===== src/rtl/bip_control_unit.sv =====
// rtl/bip_control_unit.sv - BIP sequencer/decoder: fetch/exec FSM, opcode decode, halt.
// Optional cycle counter output enabled by BIP_CYCLE_COUNTER_EN.
module bip_control_unit #(
    parameter int                  PC_WIDTH    = 11,
    parameter int                  INSTR_WIDTH = 16,
    parameter logic [PC_WIDTH-1:0] RESET_PC    = '0
) (
    input  logic                   Clk,
    input  logic                   Reset_n,
    input  logic                   Start,
    input  logic [INSTR_WIDTH-1:0] Instr,
    output logic [PC_WIDTH-1:0]    PcAddr,
    output logic [PC_WIDTH-1:0]    Operand,
    output logic [1:0]             SelA,
    output logic                   SelB,
    output logic                   Op,
    output logic                   WrAcc,
    output logic                   WrRam,
    output logic                   RdRam,
`ifdef BIP_CYCLE_COUNTER_EN
    output logic [15:0]            CycleCount,
`endif
    output logic                   Halted
);

    localparam logic [1:0] ST_IDLE  = 2'd0;
    localparam logic [1:0] ST_FETCH = 2'd1;
    localparam logic [1:0] ST_EXEC  = 2'd2;
    localparam logic [1:0] ST_HALT  = 2'd3;

    localparam logic [4:0] OPC_HLT  = 5'b00000;
    localparam logic [4:0] OPC_STO  = 5'b00001;
    localparam logic [4:0] OPC_LD   = 5'b00010;
    localparam logic [4:0] OPC_LDI  = 5'b00011;
    localparam logic [4:0] OPC_ADD  = 5'b00100;
    localparam logic [4:0] OPC_ADDI = 5'b00101;
    localparam logic [4:0] OPC_SUB  = 5'b00110;
    localparam logic [4:0] OPC_SUBI = 5'b00111;

    logic [1:0]             state_q, state_d;
    logic [PC_WIDTH-1:0]    pc_q, pc_d;
    logic [INSTR_WIDTH-1:0] ir_q, ir_d;
    logic [4:0]             opcode;
    logic                   start_ok;

    assign opcode   = ir_q[INSTR_WIDTH-1 -: 5];
    assign start_ok = Start && (state_q == ST_IDLE || state_q == ST_HALT);

    always_comb begin
        state_d = state_q;
        pc_d    = pc_q;
        ir_d    = ir_q;
        case (state_q)
            ST_IDLE, ST_HALT: begin
                if (Start) begin
                    state_d = ST_FETCH;
                    pc_d    = RESET_PC;
                end
            end
            ST_FETCH: begin
                state_d = ST_EXEC;
                ir_d    = Instr;
            end
            ST_EXEC: begin
                if (opcode == OPC_HLT) begin
                    state_d = ST_HALT;
                end else begin
                    state_d = ST_FETCH;
                    pc_d    = pc_q + 1'b1;
                end
            end
            default: state_d = ST_IDLE;
        endcase
    end

    always_ff @(posedge Clk or negedge Reset_n) begin
        if (!Reset_n) begin
            state_q <= ST_IDLE;
            pc_q    <= RESET_PC;
            ir_q    <= '0;
        end else begin
            state_q <= state_d;
            pc_q    <= pc_d;
            ir_q    <= ir_d;
        end
    end

    // Decode is combinational from the state register so an async reset clears every strobe at once.
    always_comb begin
        Operand = '0;
        SelA    = 2'd0;
        SelB    = 1'b0;
        Op      = 1'b0;
        WrAcc   = 1'b0;
        WrRam   = 1'b0;
        RdRam   = 1'b0;
        if (state_q == ST_EXEC) begin
            Operand = ir_q[PC_WIDTH-1:0];
            case (opcode)
                OPC_STO:  WrRam = 1'b1;
                OPC_LD:   begin RdRam = 1'b1; SelA = 2'd0; WrAcc = 1'b1; end
                OPC_LDI:  begin SelA = 2'd1; WrAcc = 1'b1; end
                OPC_ADD:  begin RdRam = 1'b1; SelB = 1'b0; Op = 1'b0; SelA = 2'd2; WrAcc = 1'b1; end
                OPC_ADDI: begin SelB = 1'b1; Op = 1'b0; SelA = 2'd2; WrAcc = 1'b1; end
                OPC_SUB:  begin RdRam = 1'b1; SelB = 1'b0; Op = 1'b1; SelA = 2'd2; WrAcc = 1'b1; end
                OPC_SUBI: begin SelB = 1'b1; Op = 1'b1; SelA = 2'd2; WrAcc = 1'b1; end
                default:  ;
            endcase
        end
    end

    assign PcAddr = pc_q;
    assign Halted = (state_q == ST_HALT);

`ifdef BIP_CYCLE_COUNTER_EN
    logic [15:0] cnt_q, cnt_d;

    always_comb begin
        cnt_d = cnt_q;
        if (start_ok)
            cnt_d = '0;
        else if ((state_q == ST_FETCH || state_q == ST_EXEC) && cnt_q != 16'hFFFF)
            cnt_d = cnt_q + 16'd1;
    end

    always_ff @(posedge Clk or negedge Reset_n) begin
        if (!Reset_n) cnt_q <= '0;
        else          cnt_q <= cnt_d;
    end

    assign CycleCount = cnt_q;
`else
    logic unused_start_ok;
    assign unused_start_ok = start_ok;
`endif

endmodule

===== config.mk =====
export PLATFORM = sky130hd
export DESIGN_NAME = bip_control_unit
export DESIGN_NICKNAME = d
export VERILOG_FILES = /design/src/rtl/bip_control_unit.sv
export SDC_FILE = /design/constraint.sdc
export NUM_CORES = 1
export LEC_CHECK = 0
export CAP_MARGIN = 20
export CORE_MARGIN = 2
export CORE_UTILIZATION = 41
export CTS_BUF_LIST = sky130_fd_sc_hd__clkbuf_4
export DETAILED_ROUTE_END_ITERATION = 16
export PLACE_DENSITY_LB_ADDON = 0.1
export SLEW_MARGIN = 30
export SYNTH_ARGS = -nofsm -noshare
export SYNTH_HDL_FRONTEND = slang
export SYNTH_SLANG_ARGS = --single-unit

===== constraint.sdc =====
create_clock -name Clk -period 2.87 [get_ports Clk]
set_input_delay 0.861 -clock Clk [delete_from_list [all_inputs] [get_ports Clk]]
set_output_delay 0.861 -clock Clk [all_outputs]
set_load 0.02 [all_outputs]

**Word-level counts from Yosys, hierarchy flattened**

Index checks and enable logic that the tools add are counted.
W data, S select, Z words.

- $add $sub $neg: 1
- Eq/ne operators: 12
- Mux-type cells: 19
- Reductions and logical operators: 10

Operator list:

| operator | count |
|---|---|
| $mux W11 | 3 |
| $pmux W11 S2 | 1 |
| $eq A5 B3 Y1 const B | 4 |
| $add A11 B1 Y11 const B | 1 |
| $eq A5 B2 Y1 const B | 2 |
| $mux W1 | 10 |
| $mux W2 | 3 |
| $pmux W2 S3 | 1 |
| $reduce_or A2 Y1 | 3 |
| $reduce_or A6 Y1 | 1 |
| $eq A5 B1 Y1 const B | 1 |
| $logic_not A5 Y1 | 1 |
| $eq A2 B2 Y1 const B | 2 |
| $ne A2 B2 Y1 const B | 2 |
| $pmux W2 S2 | 1 |
| $reduce_or A4 Y1 | 1 |
| $reduce_and A3 Y1 | 1 |
| $reduce_or A3 Y1 | 1 |
| $eq A2 B1 Y1 const B | 1 |
| $logic_not A2 Y1 | 1 |
| $reduce_bool A2 Y1 | 1 |

- Flip-flop bits (word level): 29
- Output and inout port bits: 30

**Logic depth before layout (Yosys ltp)**

Gate-level depths: netlist of run 1.

- Word-level depth: 4
- Depth in mapped cells: 8
- Gate-level depth less buffers: 6

**Worst setup path after synthesis of run 1**

No wires, ideal clock.

- Kind: register to output
- Start: register state_q[0]
- End: output port RdRam
- Arrival time: 1.616 ns
- Data required time: 2.009 ns
- Setup slack: 0.393 ns
- Stages on the path, launching flop included: 6
- Cells stage by stage: dfrtp_1 -> inv_1 -> ha_1 -> nor3b_2 -> o21a_1 -> nor2b_1

- Longest elaborated chain between the ends: 2

Ends and longest elaborated chain:

| element | line | source |
|---|---|---|
| start, declared | 40 | `logic [1:0] state_q, state_d;` |
| start signal, assigned | 82 | `state_q <= state_d;` |
| $eq A2 B2 Y1 | 97 | `if (state_q == ST_EXEC) begin` |
| $mux W1 | 97 |  |
| end, declared | 19 | `output logic RdRam,` |

No other way between the ends.

**Worst setup path after layout of run 1**

Ends and elaborated chain as after synthesis.

==> report_table.html, run 1 <==
<table>
<tr><th>Metric</th><th>Value</th></tr>
<tr><th colspan="2">Worst setup path</th></tr>
<tr><td>Setup slack on the worst flop-to-flop path</td><td>920 ps</td></tr>
<tr><td>Element type at the critical path start</td><td>register</td></tr>
<tr><td>Start of the worst register-to-register path</td><td>state_q[0]</td></tr>
<tr><td>Setup crit end kind</td><td>output pin</td></tr>
<tr><td>Worst Path Required</td><td>2010 ps</td></tr>
<tr><td>Critical path arrival</td><td>1850 ps</td></tr>
<tr><td>Endpoint of the lowest-slack register-to-register path</td><td>PcAddr[9]</td></tr>
<tr><td>Largest fanout on the critical path</td><td>6</td></tr>
<tr><td>R2R cell count</td><td>8</td></tr>
<tr><td>Crit path kind</td><td>register to output pin</td></tr>
<tr><th colspan="2">CTS</th></tr>
<tr><td>CTS max path bufs</td><td>2</td></tr>
<tr><td>H-tree lvl count</td><td>2</td></tr>
<tr><td>Clock transition time at the flip-flop clock pins of the worst setup and hold paths</td><td>90 ps</td></tr>
<tr><td>Clk Latency, worst-skew pair</td><td>310 ps</td></tr>
<tr><td>CTS tree</td><td>built</td></tr>
<tr><td>Root Buffer Master</td><td>sky130_fd_sc_hd__clkbuf_4</td></tr>
<tr><td>Total CTS buffers</td><td>5</td></tr>
<tr><td>CTS sink count</td><td>29</td></tr>
<tr><th colspan="2">Synthesis</th></tr>
<tr><td>Sequential fraction of the synthesis area</td><td>0.475</td></tr>
<tr><td>Primary FF master, synth</td><td>sky130_fd_sc_hd__dfrtp_1</td></tr>
<tr><td>Most frequent cells after synthesis</td><td>sky130_fd_sc_hd__dfrtp_1, sky130_fd_sc_hd__mux2_2, sky130_fd_sc_hd__nand2_1, sky130_fd_sc_hd__and2_1, sky130_fd_sc_hd__nand3_1</td></tr>
<tr><td>Post-Synthesis Mean Instance Area</td><td>10.8 um2</td></tr>
<tr><td>Post-synthesis cell type count</td><td>32</td></tr>
<tr><td>Area contributors post-synth</td><td>sky130_fd_sc_hd__dfrtp_1, sky130_fd_sc_hd__mux2_2, sky130_fd_sc_hd__and2_1, sky130_fd_sc_hd__ha_1, sky130_fd_sc_hd__nand3_1</td></tr>
<tr><td>Flip-flop and latch count after synthesis</td><td>29</td></tr>
<tr><td>Count leader, synth</td><td>sky130_fd_sc_hd__dfrtp_1</td></tr>
<tr><td>Yosys top cell by area</td><td>sky130_fd_sc_hd__dfrtp_1</td></tr>
<tr><td>Number of enable-type register cells in the synthesized netlist</td><td>0</td></tr>
<tr><td>Top-area cell type share of the netlist area</td><td>0.475</td></tr>
<tr><td>Number of synthesis warnings</td><td>0</td></tr>
<tr><td>Netlist area before placement</td><td>1530 um2</td></tr>
<tr><td>Synthesized Nets</td><td>166</td></tr>
<tr><td>Post-Synthesis Cells</td><td>142</td></tr>
<tr><td>Share of synthesized registers carrying an async set or reset</td><td>1.00</td></tr>
<tr><th colspan="2">Worst hold path</th></tr>
<tr><td>Startpoint of the worst hold path</td><td>ir_q[10]</td></tr>
<tr><td>Worst hold path endpoint</td><td>ir_q[10]</td></tr>
<tr><td>HP Class</td><td>register to register</td></tr>
<tr><td>Number of cells on the worst hold path</td><td>1</td></tr>
<tr><th colspan="2">Pwr</th></tr>
<tr><td>Total power consumption of the routed design</td><td>1590 uW</td></tr>
<tr><td>Reported leakage power</td><td>0.00112 uW</td></tr>
<tr><td>Total power density per cell area</td><td>738 nW/um2</td></tr>
<tr><td>Highest ir drop seen on vdd</td><td>0.000415 V</td></tr>
<tr><th colspan="2">Cells and area</th></tr>
<tr><td>Area growth, synth to finish</td><td>40.8%</td></tr>
<tr><td>Count of antenna diodes in the layout</td><td>0</td></tr>
<tr><td>Share of post-route cells with drive strength above 1</td><td>0.168</td></tr>
<tr><td>Number of cells in the finished layout apart from fillers</td><td>244</td></tr>
<tr><td>Util after Layout</td><td>0.593</td></tr>
<tr><td>Post-layout nets</td><td>220</td></tr>
<tr><th colspan="2">Global routing</th></tr>
<tr><td>Number of global-route vias before repair</td><td>1251</td></tr>
<tr><td>Largest net degree at the start of global routing</td><td>33</td></tr>
<tr><td>Wire length of the first global-routing pass</td><td>5600 um</td></tr>
<tr><td>Total GRT Usage</td><td>0.172</td></tr>
<tr><td>Number of antenna violations at the first check in global routing</td><td>0</td></tr>
<tr><td>Overall overflow remaining after global route</td><td>0</td></tr>
<tr><th colspan="2">Floorplan</th></tr>
<tr><td>Core footprint</td><td>3630 um2</td></tr>
<tr><td>Initial Utilization</td><td>0.421</td></tr>
<tr><td>Area enclosed by the die boundary</td><td>4230 um2</td></tr>
<tr><td>Row cnt</td><td>22</td></tr>
<tr><td>Number of ports placed on the die boundary</td><td>49</td></tr>
<tr><td>Die span in x</td><td>65.1 um</td></tr>
<tr><td>Die outline height</td><td>65.1 um</td></tr>
<tr><th colspan="2">Timing</th></tr>
<tr><td>Final slew viol count</td><td>0</td></tr>
<tr><td>Maximum clock rate</td><td>368 MHz</td></tr>
<tr><td>Fin crit period</td><td>2710 ps</td></tr>
<tr><td>Worst Skew</td><td>5.75 ps</td></tr>
<tr><td>Relative max-transition margin</td><td>0.511</td></tr>
<tr><td>RSZ-0062 raised after global routing</td><td>false</td></tr>
<tr><td>Transition time of the tightest slew-check pin</td><td>733 ps</td></tr>
<tr><td>Number of failing hold endpoints at the final stage</td><td>0</td></tr>
<tr><td>Total negative slack for setup checks</td><td>0 ps</td></tr>
<tr><td>Setup-violating endpoint count in the final report</td><td>0</td></tr>
<tr><td>Tcrit/Tclk final</td><td>0.946</td></tr>
<tr><th colspan="2">Route</th></tr>
<tr><td>Residual antenna-violating net count after detailed routing</td><td>0</td></tr>
<tr><td>Number of detailed-route iterations in the first pass</td><td>4</td></tr>
<tr><td>Total wirelength of the detailed-routed design</td><td>3310 um</td></tr>
<tr><td>Total via count in the routed design</td><td>1238</td></tr>
<tr><td>First-iteration detailed-routing DRC count</td><td>41</td></tr>
<tr><td>DRC</td><td>0</td></tr>
<tr><td>Average vias per placed instance</td><td>5.07</td></tr>
<tr><td>Wire length per cell after detailed routing</td><td>13.6 um</td></tr>
<tr><th colspan="2">Place</th></tr>
<tr><td>Instance count after placement with tap cells included</td><td>236</td></tr>
<tr><td>Placer congestion estimate</td><td>0.706</td></tr>
<tr><td>Port Buffers</td><td>48</td></tr>
<tr><td>HPWL after detailed placement</td><td>2350 um</td></tr>
<tr><th colspan="2">Job</th></tr>
<tr><td>Max-cap violations</td><td>0</td></tr>
<tr><th colspan="2">Status</th></tr>
<tr><td>Run status</td><td>finished clean</td></tr>
</table>
## cells by family after synthesis
family | after synthesis | synth area share
simple gates | 65 | 0.255
flops | 29 | 0.475
mux | 18 | 0.131
compound gates | 15 | 0.0679
buf+inv | 10 | 0.0311
fa+ha+maj | 5 | 0.0409
## layer usage
metal | wire (um) | GRT usage | up-vias
met2 | 1640 | 0.303 | 35
met4 | 34 | 0.0469 | 0
met5 | 0 | 0 | -
li1 | - | - | 618
met3 | 189 | 0.0625 | 4
met1 | 1450 | 0.196 | 581
## critical path, cell delays in order (launching register included)
cell,delay [ps]
sky130_fd_sc_hd__dfrtp_1,390
sky130_fd_sc_hd__inv_1,60
sky130_fd_sc_hd__ha_1,200
sky130_fd_sc_hd__nor3b_4,290
sky130_fd_sc_hd__o21a_1,170
sky130_fd_sc_hd__nor2b_1,120
sky130_fd_sc_hd__clkdlybuf4s15_1,310
## state kept, by name, indices dropped and copies added, names as in the netlist
register  cells
PcAddr       11
ir_q         16
state_q       2
## where the power goes
group	switching [uW]	internal (uW)	leakage [uW]
Sequential	107	544	0.000364
Combinational	338	375	0.000724
Clock	127	98.2	0.0000292
## per-stage QoR
stage | setup slack, ps | area [um2] | hold slack (ps)
after floorplan | 393 | 1530 | 473
after global placement | 220 | 2070 | 481
after detailed placement | 110 | 2070 | 489
after CTS | 23.0 | 2130 | 509
after global routing | 14.0 | 2150 | 527
final | 156 | 2150 | 502
## repair_timing
| action | 4_1_cts | 5_1_grt |
|---|---|---|
| gates resized for setup | 9 | 19 |
| setup buffers | 1 | 0 |
| hold buffers | 0 | 0 |
| endpoints found under the setup margin | 10 | 12 |
| cloned | 0 | 0 |
## how the worst max path moves through the flow
stage                from    endpoint  slack [ps]  cells past startpoint
2_1_floorplan  state_q[0]       RdRam         390                      5
3_3_place_gp   state_q[0]     SelA[0]         220                      6
3_5_place_dp   state_q[0]     SelA[0]         110                      6
4_1_cts        state_q[0]  Operand[4]          20                      5
5_1_grt        state_q[0]       RdRam          10                      6
6_report       state_q[0]       RdRam         160                      6
## cell type report
| cell class | count | area (um2) |
|---|---|---|
| sequential | 29 | 726 |
| timing repair buffer | 54 | 546 |
| tap | 48 | 60.1 |
| clock inverter | 1 | 3.75 |
| clock buffer | 6 | 45.0 |
| multi-input combinational | 103 | 762 |
| inverter | 3 | 11.3 |
| fill | 320 | 1480 |
## layout by cell type (no fill, tap or decap), types with 2 or more instances in the layout
cell / n
sky130_fd_sc_hd__a211o_1: 2
sky130_fd_sc_hd__a21oi_1: 2
sky130_fd_sc_hd__and2_1: 12
sky130_fd_sc_hd__and3_1: 3
sky130_fd_sc_hd__buf_4: 5
sky130_fd_sc_hd__clkbuf_2: 2
sky130_fd_sc_hd__clkbuf_4: 6
sky130_fd_sc_hd__clkdlybuf4s50_1: 30
sky130_fd_sc_hd__dfrtp_1: 29
sky130_fd_sc_hd__dlygate4sd2_1: 4
sky130_fd_sc_hd__dlymetal6s2s_1: 11
sky130_fd_sc_hd__ha_1: 5
sky130_fd_sc_hd__inv_1: 3
sky130_fd_sc_hd__mux2_2: 16
sky130_fd_sc_hd__mux2i_1: 2
sky130_fd_sc_hd__nand2_1: 16
sky130_fd_sc_hd__nand3_1: 12
sky130_fd_sc_hd__nor2_1: 3
sky130_fd_sc_hd__nor3_1: 3
sky130_fd_sc_hd__nor4bb_1: 2
sky130_fd_sc_hd__o211ai_1: 6
sky130_fd_sc_hd__o21ai_0: 2
sky130_fd_sc_hd__or4b_1: 5
No activity file was read; power rests on OpenSTA's default activity.
==> run 2: changes to the inputs <==
CORE_MARGIN = 5   (was 2)
==> run 2 against run 1 <==
  * Non-clock buffer count shrank 2
  * Global-route usage is 2.8 points lower
  * First-iteration DRC count rose by 22%
  * Largest power group unchanged
==> report_table.html, run 2 (synthesized netlist as in run 1, its figures left out) <==
<table>
<tr><th>Metric</th><th>Value</th></tr>
<tr><th colspan="2">Timing</th></tr>
<tr><td>Number of failing hold endpoints at the final stage</td><td>0</td></tr>
<tr><td>RSZ-0062 raised after global routing</td><td>false</td></tr>
<tr><td>Relative max-transition margin</td><td>0.501</td></tr>
<tr><td>Final slew viol count</td><td>0</td></tr>
<tr><td>Setup-violating endpoint count in the final report</td><td>0</td></tr>
<tr><td>Tcrit/Tclk final</td><td>0.951</td></tr>
<tr><td>Total negative slack for setup checks</td><td>0 ps</td></tr>
<tr><td>Transition time of the tightest slew-check pin</td><td>748 ps</td></tr>
<tr><td>Worst Skew</td><td>8.52 ps</td></tr>
<tr><td>Maximum clock rate</td><td>366 MHz</td></tr>
<tr><td>Fin crit period</td><td>2730 ps</td></tr>
<tr><th colspan="2">Route</th></tr>
<tr><td>Number of detailed-route iterations in the first pass</td><td>4</td></tr>
<tr><td>Wire length per cell after detailed routing</td><td>13.7 um</td></tr>
<tr><td>Residual antenna-violating net count after detailed routing</td><td>0</td></tr>
<tr><td>DRC</td><td>0</td></tr>
<tr><td>First-iteration detailed-routing DRC count</td><td>50</td></tr>
<tr><td>Average vias per placed instance</td><td>5.16</td></tr>
<tr><td>Total wirelength of the detailed-routed design</td><td>3330 um</td></tr>
<tr><td>Total via count in the routed design</td><td>1254</td></tr>
<tr><th colspan="2">Pwr</th></tr>
<tr><td>Logic gate share of total power</td><td>0.412</td></tr>
<tr><td>Sw Share</td><td>0.344</td></tr>
<tr><td>Internal power of the cells</td><td>1090 uW</td></tr>
<tr><td>Highest ir drop seen on vdd</td><td>0.000466 V</td></tr>
<tr><td>Clock power frac</td><td>0.196</td></tr>
<tr><td>Sequential Power Share</td><td>0.391</td></tr>
<tr><td>Switching power summed over all nets</td><td>570 uW</td></tr>
<tr><td>Reported leakage power</td><td>0.00112 uW</td></tr>
<tr><td>Total power density per cell area</td><td>764 nW/um2</td></tr>
<tr><th colspan="2">Worst setup path</th></tr>
<tr><td>Element type at the critical path start</td><td>register</td></tr>
<tr><td>Start of the worst register-to-register path</td><td>state_q[0]</td></tr>
<tr><td>Critical path capture point</td><td>WrRam</td></tr>
<tr><td>Critical path arrival</td><td>1870 ps</td></tr>
<tr><td>Crit path kind</td><td>register to output pin</td></tr>
<tr><td>Endpoint of the lowest-slack register-to-register path</td><td>PcAddr[4]</td></tr>
<tr><td>Worst Path Required</td><td>2010 ps</td></tr>
<tr><td>Setup slack on the worst flop-to-flop path</td><td>810 ps</td></tr>
<tr><td>Source of the critical timing path</td><td>state_q[0]</td></tr>
<tr><td>R2R cell count</td><td>7</td></tr>
<tr><td>Setup crit end kind</td><td>output pin</td></tr>
<tr><td>Largest fanout on the critical path</td><td>6</td></tr>
<tr><th colspan="2">Global routing</th></tr>
<tr><td>Largest net degree at the start of global routing</td><td>33</td></tr>
<tr><td>Number of antenna violations at the first check in global routing</td><td>0</td></tr>
<tr><td>Overall overflow remaining after global route</td><td>0</td></tr>
<tr><td>Wire length of the first global-routing pass</td><td>5860 um</td></tr>
<tr><td>Number of global-route vias before repair</td><td>1274</td></tr>
<tr><td>Total GRT Usage</td><td>0.144</td></tr>
<tr><th colspan="2">Floorplan</th></tr>
<tr><td>Row cnt</td><td>22</td></tr>
<tr><td>Die outline height</td><td>71.1 um</td></tr>
<tr><td>Die span in x</td><td>71.1 um</td></tr>
<tr><td>Core footprint</td><td>3630 um2</td></tr>
<tr><td>Initial Utilization</td><td>0.421</td></tr>
<tr><td>Number of ports placed on the die boundary</td><td>49</td></tr>
<tr><td>Area enclosed by the die boundary</td><td>5050 um2</td></tr>
<tr><th colspan="2">Job</th></tr>
<tr><td>Max-cap violations</td><td>0</td></tr>
<tr><th colspan="2">Cells and area</th></tr>
<tr><td>Multi-input gate area</td><td>762 um2</td></tr>
<tr><td>Number of flip-flops in the largest register</td><td>16</td></tr>
<tr><td>Post-layout nets</td><td>218</td></tr>
<tr><td>Count of antenna diodes in the layout</td><td>0</td></tr>
<tr><td>Number of fill cells</td><td>338</td></tr>
<tr><td>Share of post-route cells with drive strength above 1</td><td>0.164</td></tr>
<tr><td>Area taken by flip-flops and latches</td><td>726 um2</td></tr>
<tr><td>Util after Layout</td><td>0.597</td></tr>
<tr><td>Commonest cells after routing, fill and taps aside</td><td>sky130_fd_sc_hd__clkdlybuf4s50_1, sky130_fd_sc_hd__dfrtp_1, sky130_fd_sc_hd__nand2_1, sky130_fd_sc_hd__mux2_2</td></tr>
<tr><td>Most common cell after layout, fill and taps aside</td><td>sky130_fd_sc_hd__clkdlybuf4s50_1</td></tr>
<tr><td>Top reg by flops</td><td>ir_q</td></tr>
<tr><td>Area growth, synth to finish</td><td>41.8%</td></tr>
<tr><th colspan="2">Worst hold path</th></tr>
<tr><td>HP Class</td><td>register to register</td></tr>
<tr><th colspan="2">CTS</th></tr>
<tr><td>Root Buffer Master</td><td>sky130_fd_sc_hd__clkbuf_4</td></tr>
<tr><td>H-tree lvl count</td><td>2</td></tr>
<tr><td>CTS tree</td><td>built</td></tr>
<tr><td>CTS sink count</td><td>29</td></tr>
<tr><td>Clock transition time at the flip-flop clock pins of the worst setup and hold paths</td><td>90 ps</td></tr>
<tr><td>Clk Latency, worst-skew pair</td><td>310 ps</td></tr>
<tr><td>Hold_buf cts</td><td>0</td></tr>
<tr><td>CTS max path bufs</td><td>2</td></tr>
<tr><td>Total CTS buffers</td><td>5</td></tr>
<tr><th colspan="2">Place</th></tr>
<tr><td>HPWL after detailed placement</td><td>2390 um</td></tr>
<tr><td>Port Buffers</td><td>48</td></tr>
<tr><td>Placer congestion estimate</td><td>0.733</td></tr>
<tr><th colspan="2">Status</th></tr>
<tr><td>Run status</td><td>finished clean</td></tr>
</table>
==> run 2: changes by cell type in the layout (fill, tap and decap cells not counted), sizes merged <==
cell,delta
buf,-2
bufinv,+1
==> run 2: layout make-up <==
class                           instances  area share
Clock buffer                            6      0.0208
Clock inverter                          2      0.0156
Inverter                                3     0.00519
Multi-Input combinational cell        103       0.351
Sequential cell                        29       0.335
Tap cell                               48      0.0277
Timing Repair Buffer                   52       0.245
==> run 2: through the flow <==
step	power [uW]	hold WS, ps	setup slack, ps	instances	area [um2]
finish	1660	504	140	243	2170
floorplan	1130	473	393	142	1530
detailed placement	1350	488	137	234	2060
CTS	1690	511	16.2	242	2140
global placement	1320	482	213	234	2060
global route	1780	524	24.8	243	2170
==> run 2: power groups by stage <==
stage | sequential [uW] | clock, uW | combinational, uW
final | 649 | 325 | 683
after global routing | 668 | 360 | 756
after CTS | 650 | 338 | 701
after detailed placement | 653 | 0 | 698
after global placement | 642 | 0 | 677
after floorplan | 634 | 0 | 500
==> run 2: worst min-delay path by stage <==
| stage | start | endpoint | slack (ps) | depth (start not counted) |
|---|---|---|---|---|
| after CTS | ir_q[1] | ir_q[1] | 510 | 1 |
| after detailed placement | ir_q[1] | ir_q[1] | 490 | 1 |
| after floorplan | ir_q[10] | ir_q[10] | 470 | 1 |
| final | ir_q[1] | ir_q[1] | 500 | 1 |
| after global routing | ir_q[0] | ir_q[0] | 520 | 1 |
| after global placement | ir_q[4] | ir_q[4] | 480 | 1 |
==> run 2: worst max-delay path, stage by stage (launching register included) <==
cell and delay, ps:
sky130_fd_sc_hd__dfrtp_1 390, sky130_fd_sc_hd__inv_1 60, sky130_fd_sc_hd__ha_1 210, sky130_fd_sc_hd__nor3b_4 300, sky130_fd_sc_hd__nand2_1 110, sky130_fd_sc_hd__nor3_1 140
sky130_fd_sc_hd__dlygate4sd2_1 370
==> run 2: timing repair <==
action	CTS	global route
setup endpoints to repair	18	13
pin swaps	0	0
setup buffers	0	1
resized for setup	9	18
==> run 2: per-layer routing <==
metal  global-route usage  part of all wire  up-vias
li1                     -                 -      609
met1                0.164              0.42      609
met2                0.252              0.50       31
met3               0.0511             0.072        5
met4               0.0438             0.010        0
met5                    0                 0        -
==> run 3: changes to the inputs <==
ABC_AREA = 1   (was default)
REMOVE_ABC_BUFFERS = 1   (was default)
SKIP_LAST_GASP = 1   (was default)
==> run 3 against run 2 <==
  * Power increased by 8.9%
  * Non-clock buffer count unchanged
  * Utilization decreased by 2.8 points
  * Critical path depth increased by 1
  * Combinational power increased by 32%
  * Critical endpoint is now SelB
==> report_table.html, run 3 <==
<table>
<tr><th>Metric</th><th>Value</th></tr>
<tr><th colspan="2">Worst setup path</th></tr>
<tr><td>R2R cell count</td><td>9</td></tr>
<tr><td>Endpoint of the lowest-slack register-to-register path</td><td>PcAddr[6]</td></tr>
<tr><td>Largest fanout on the critical path</td><td>5</td></tr>
<tr><td>Critical path arrival</td><td>1870 ps</td></tr>
<tr><td>Setup slack on the worst flop-to-flop path</td><td>1150 ps</td></tr>
<tr><td>Crit path kind</td><td>register to output pin</td></tr>
<tr><td>Element type at the critical path start</td><td>register</td></tr>
<tr><td>Critical path capture point</td><td>SelB</td></tr>
<tr><td>Source of the critical timing path</td><td>state_q[0]</td></tr>
<tr><td>Setup crit end kind</td><td>output pin</td></tr>
<tr><td>Start of the worst register-to-register path</td><td>state_q[0]</td></tr>
<tr><td>Worst Path Required</td><td>2010 ps</td></tr>
<tr><th colspan="2">Synthesis</th></tr>
<tr><td>Count leader, synth</td><td>sky130_fd_sc_hd__nand2_1</td></tr>
<tr><td>Top-area cell type share of the netlist area</td><td>0.422</td></tr>
<tr><td>Xor and xnor area share after synthesis</td><td>0</td></tr>
<tr><td>Compound-cell area share of the yosys netlist</td><td>0.0568</td></tr>
<tr><td>Post-Synthesis Mean Instance Area</td><td>7.71 um2</td></tr>
<tr><td>Area contributors post-synth</td><td>sky130_fd_sc_hd__dfrtp_1, sky130_fd_sc_hd__nand2_1, sky130_fd_sc_hd__inv_1, sky130_fd_sc_hd__ha_1, sky130_fd_sc_hd__nand2_2</td></tr>
<tr><td>Share of synthesized registers carrying an async set or reset</td><td>1.00</td></tr>
<tr><td>Mux share of post-synthesis cell area</td><td>0</td></tr>
<tr><td>Flip-flop and latch count after synthesis</td><td>29</td></tr>
<tr><td>Primary FF master, synth</td><td>sky130_fd_sc_hd__dfrtp_1</td></tr>
<tr><td>Number of enable-type register cells in the synthesized netlist</td><td>0</td></tr>
<tr><td>Post-synthesis adder-cell area fraction</td><td>0.0364</td></tr>
<tr><td>Number of synthesis warnings</td><td>0</td></tr>
<tr><td>Post-Synth Simple-Gate Area</td><td>0.381</td></tr>
<tr><td>Netlist area before placement</td><td>1720 um2</td></tr>
<tr><td>Most frequent cells after synthesis</td><td>sky130_fd_sc_hd__nand2_1, sky130_fd_sc_hd__inv_1, sky130_fd_sc_hd__dfrtp_1, sky130_fd_sc_hd__nand3_1, sky130_fd_sc_hd__nor2_1</td></tr>
<tr><td>Dominant combinational cell family by area after synthesis</td><td>simple AND/OR/NAND/NOR gates</td></tr>
<tr><td>Sequential fraction of the synthesis area</td><td>0.422</td></tr>
<tr><td>Post-synthesis cell type count</td><td>25</td></tr>
<tr><td>Yosys top cell by area</td><td>sky130_fd_sc_hd__dfrtp_1</td></tr>
<tr><td>Post-Synthesis Cells</td><td>223</td></tr>
<tr><th colspan="2">Route</th></tr>
<tr><td>First-iteration detailed-routing DRC count</td><td>62</td></tr>
<tr><td>DRC</td><td>0</td></tr>
<tr><td>Total via count in the routed design</td><td>1514</td></tr>
<tr><td>Total wirelength of the detailed-routed design</td><td>3690 um</td></tr>
<tr><td>Residual antenna-violating net count after detailed routing</td><td>0</td></tr>
<tr><td>Wire length per cell after detailed routing</td><td>11.3 um</td></tr>
<tr><td>Number of detailed-route iterations in the first pass</td><td>6</td></tr>
<tr><td>Average vias per placed instance</td><td>4.64</td></tr>
<tr><th colspan="2">CTS</th></tr>
<tr><td>CTS max path bufs</td><td>2</td></tr>
<tr><td>Clock transition time at the flip-flop clock pins of the worst setup and hold paths</td><td>100 ps</td></tr>
<tr><td>CTS sink count</td><td>29</td></tr>
<tr><td>Clk Latency, worst-skew pair</td><td>340 ps</td></tr>
<tr><td>H-tree lvl count</td><td>2</td></tr>
<tr><td>Hold_buf cts</td><td>0</td></tr>
<tr><td>Total CTS buffers</td><td>5</td></tr>
<tr><td>CTS tree</td><td>built</td></tr>
<tr><td>Root Buffer Master</td><td>sky130_fd_sc_hd__clkbuf_4</td></tr>
<tr><th colspan="2">Timing</th></tr>
<tr><td>Final slew viol count</td><td>0</td></tr>
<tr><td>Transition time of the tightest slew-check pin</td><td>390 ps</td></tr>
<tr><td>Worst Skew</td><td>16.5 ps</td></tr>
<tr><td>Total negative slack for setup checks</td><td>0 ps</td></tr>
<tr><td>Hold slack final</td><td>476 ps</td></tr>
<tr><td>Fin crit period</td><td>2740 ps</td></tr>
<tr><td>Number of failing hold endpoints at the final stage</td><td>0</td></tr>
<tr><td>Maximum clock rate</td><td>366 MHz</td></tr>
<tr><td>Tcrit/Tclk final</td><td>0.953</td></tr>
<tr><td>Min setup slack post-route</td><td>135 ps</td></tr>
<tr><td>Setup-violating endpoint count in the final report</td><td>0</td></tr>
<tr><td>Relative max-transition margin</td><td>0.740</td></tr>
<tr><td>RSZ-0062 raised after global routing</td><td>false</td></tr>
<tr><th colspan="2">Floorplan</th></tr>
<tr><td>Row cnt</td><td>23</td></tr>
<tr><td>Die outline height</td><td>74.8 um</td></tr>
<tr><td>Number of ports placed on the die boundary</td><td>49</td></tr>
<tr><td>Initial Utilization</td><td>0.427</td></tr>
<tr><td>Area enclosed by the die boundary</td><td>5590 um2</td></tr>
<tr><td>Core footprint</td><td>4030 um2</td></tr>
<tr><td>Die span in x</td><td>74.8 um</td></tr>
<tr><th colspan="2">Cells and area</th></tr>
<tr><td>Top reg by flops</td><td>ir_q</td></tr>
<tr><td>Most common cell after layout, fill and taps aside</td><td>sky130_fd_sc_hd__nand2_1</td></tr>
<tr><td>Count of antenna diodes in the layout</td><td>0</td></tr>
<tr><td>Share of post-route cells with drive strength above 1</td><td>0.145</td></tr>
<tr><td>Post-layout nets</td><td>300</td></tr>
<tr><td>Area growth, synth to finish</td><td>33.4%</td></tr>
<tr><td>Number of flip-flops in the largest register</td><td>16</td></tr>
<tr><td>Commonest cells after routing, fill and taps aside</td><td>sky130_fd_sc_hd__nand2_1, sky130_fd_sc_hd__inv_1, sky130_fd_sc_hd__clkdlybuf4s50_1, sky130_fd_sc_hd__dfrtp_1, sky130_fd_sc_hd__dlygate4sd2_1</td></tr>
<tr><td>Util after Layout</td><td>0.569</td></tr>
<tr><td>Layout Cell Area excl Fill</td><td>2290 um2</td></tr>
<tr><th colspan="2">Place</th></tr>
<tr><td>Placer congestion estimate</td><td>0.734</td></tr>
<tr><td>Worst slack at placement</td><td>197 ps</td></tr>
<tr><td>Port Buffers</td><td>48</td></tr>
<tr><td>HPWL after detailed placement</td><td>2680 um</td></tr>
<tr><td>Post-DP Area</td><td>2240 um2</td></tr>
<tr><th colspan="2">Global routing</th></tr>
<tr><td>Overall overflow remaining after global route</td><td>0</td></tr>
<tr><td>Number of global-route vias before repair</td><td>1447</td></tr>
<tr><td>Largest net degree at the start of global routing</td><td>30</td></tr>
<tr><td>Wire length of the first global-routing pass</td><td>6350 um</td></tr>
<tr><td>Number of antenna violations at the first check in global routing</td><td>0</td></tr>
<tr><td>Total GRT Usage</td><td>0.145</td></tr>
<tr><th colspan="2">Pwr</th></tr>
<tr><td>Total power density per cell area</td><td>787 nW/um2</td></tr>
<tr><td>Highest ir drop seen on vdd</td><td>0.000441 V</td></tr>
<tr><td>Reported leakage power</td><td>0.00128 uW</td></tr>
<tr><th colspan="2">Status</th></tr>
<tr><td>Run status</td><td>finished clean</td></tr>
<tr><th colspan="2">Job</th></tr>
<tr><td>Max-cap violations</td><td>0</td></tr>
<tr><th colspan="2">Worst hold path</th></tr>
<tr><td>HP Class</td><td>register to register</td></tr>
<tr><td>Number of cells on the worst hold path</td><td>2</td></tr>
</table>
[run 3: worst min path at each step]
stage / startpoint / end / slack (ps)
6_report: ir_q[9] / ir_q[9] / 480
2_1_floorplan: ir_q[0] / ir_q[0] / 440
4_1_cts: ir_q[10] / ir_q[10] / 480
5_1_grt: ir_q[7] / ir_q[7] / 510
3_3_place_gp: ir_q[6] / ir_q[6] / 450
3_5_place_dp: ir_q[9] / ir_q[9] / 460
[run 3: final cells by class]
class / count / area [um2]
clock inverter: 1 / 3.75
sequential: 29 / 726
fill: 397 / 1740
clock buffer: 6 / 45.0
tap: 50 / 62.6
multi-input combinational: 154 / 817
inverter: 34 / 133
timing repair buffer: 52 / 507
[run 3: timing repair]
item | 4_1_cts | 5_1_grt
resized for setup | 15 | 5
setup buffers | 1 | 0
setup endpoints to repair | 18 | 6
[run 3: logic make-up after synthesis]
logic type	Yosys count
simple gates	133
flops	29
fa+ha+maj	5
compound gates	16
buf+inv	40
[run 3: stage by stage]
step	cells	total power, uW
floorplan	217	1310
detailed placement	318	1600
global placement	318	1580
global route	326	1970
finish	326	1800
CTS	326	1830
[run 3: report_power, final]
group          total (uW)  internal, uW  switching, uW
registers             661           544            117
logic                 904           324            580
clock network         240          98.2            142
[run 3: routing by layer]
metal | vias to the layer above | GRT usage | share of wire
met3 | 5 | 0.0467 | 0.070
met2 | 44 | 0.235 | 0.47
met4 | 0 | 0.0534 | 0.011
met1 | 684 | 0.182 | 0.45
met5 | - | 0 | 0
li1 | 781 | - | -
[run 3: worst max-delay path, stage by stage (launching register included)]
cell and delay, ps:
sky130_fd_sc_hd__dfrtp_1 440, sky130_fd_sc_hd__inv_1 80, sky130_fd_sc_hd__ha_2 230, sky130_fd_sc_hd__inv_6 50
sky130_fd_sc_hd__nor2_1 150, sky130_fd_sc_hd__inv_2 80, sky130_fd_sc_hd__nor3_1 160, sky130_fd_sc_hd__dlygate4sd2_1 350
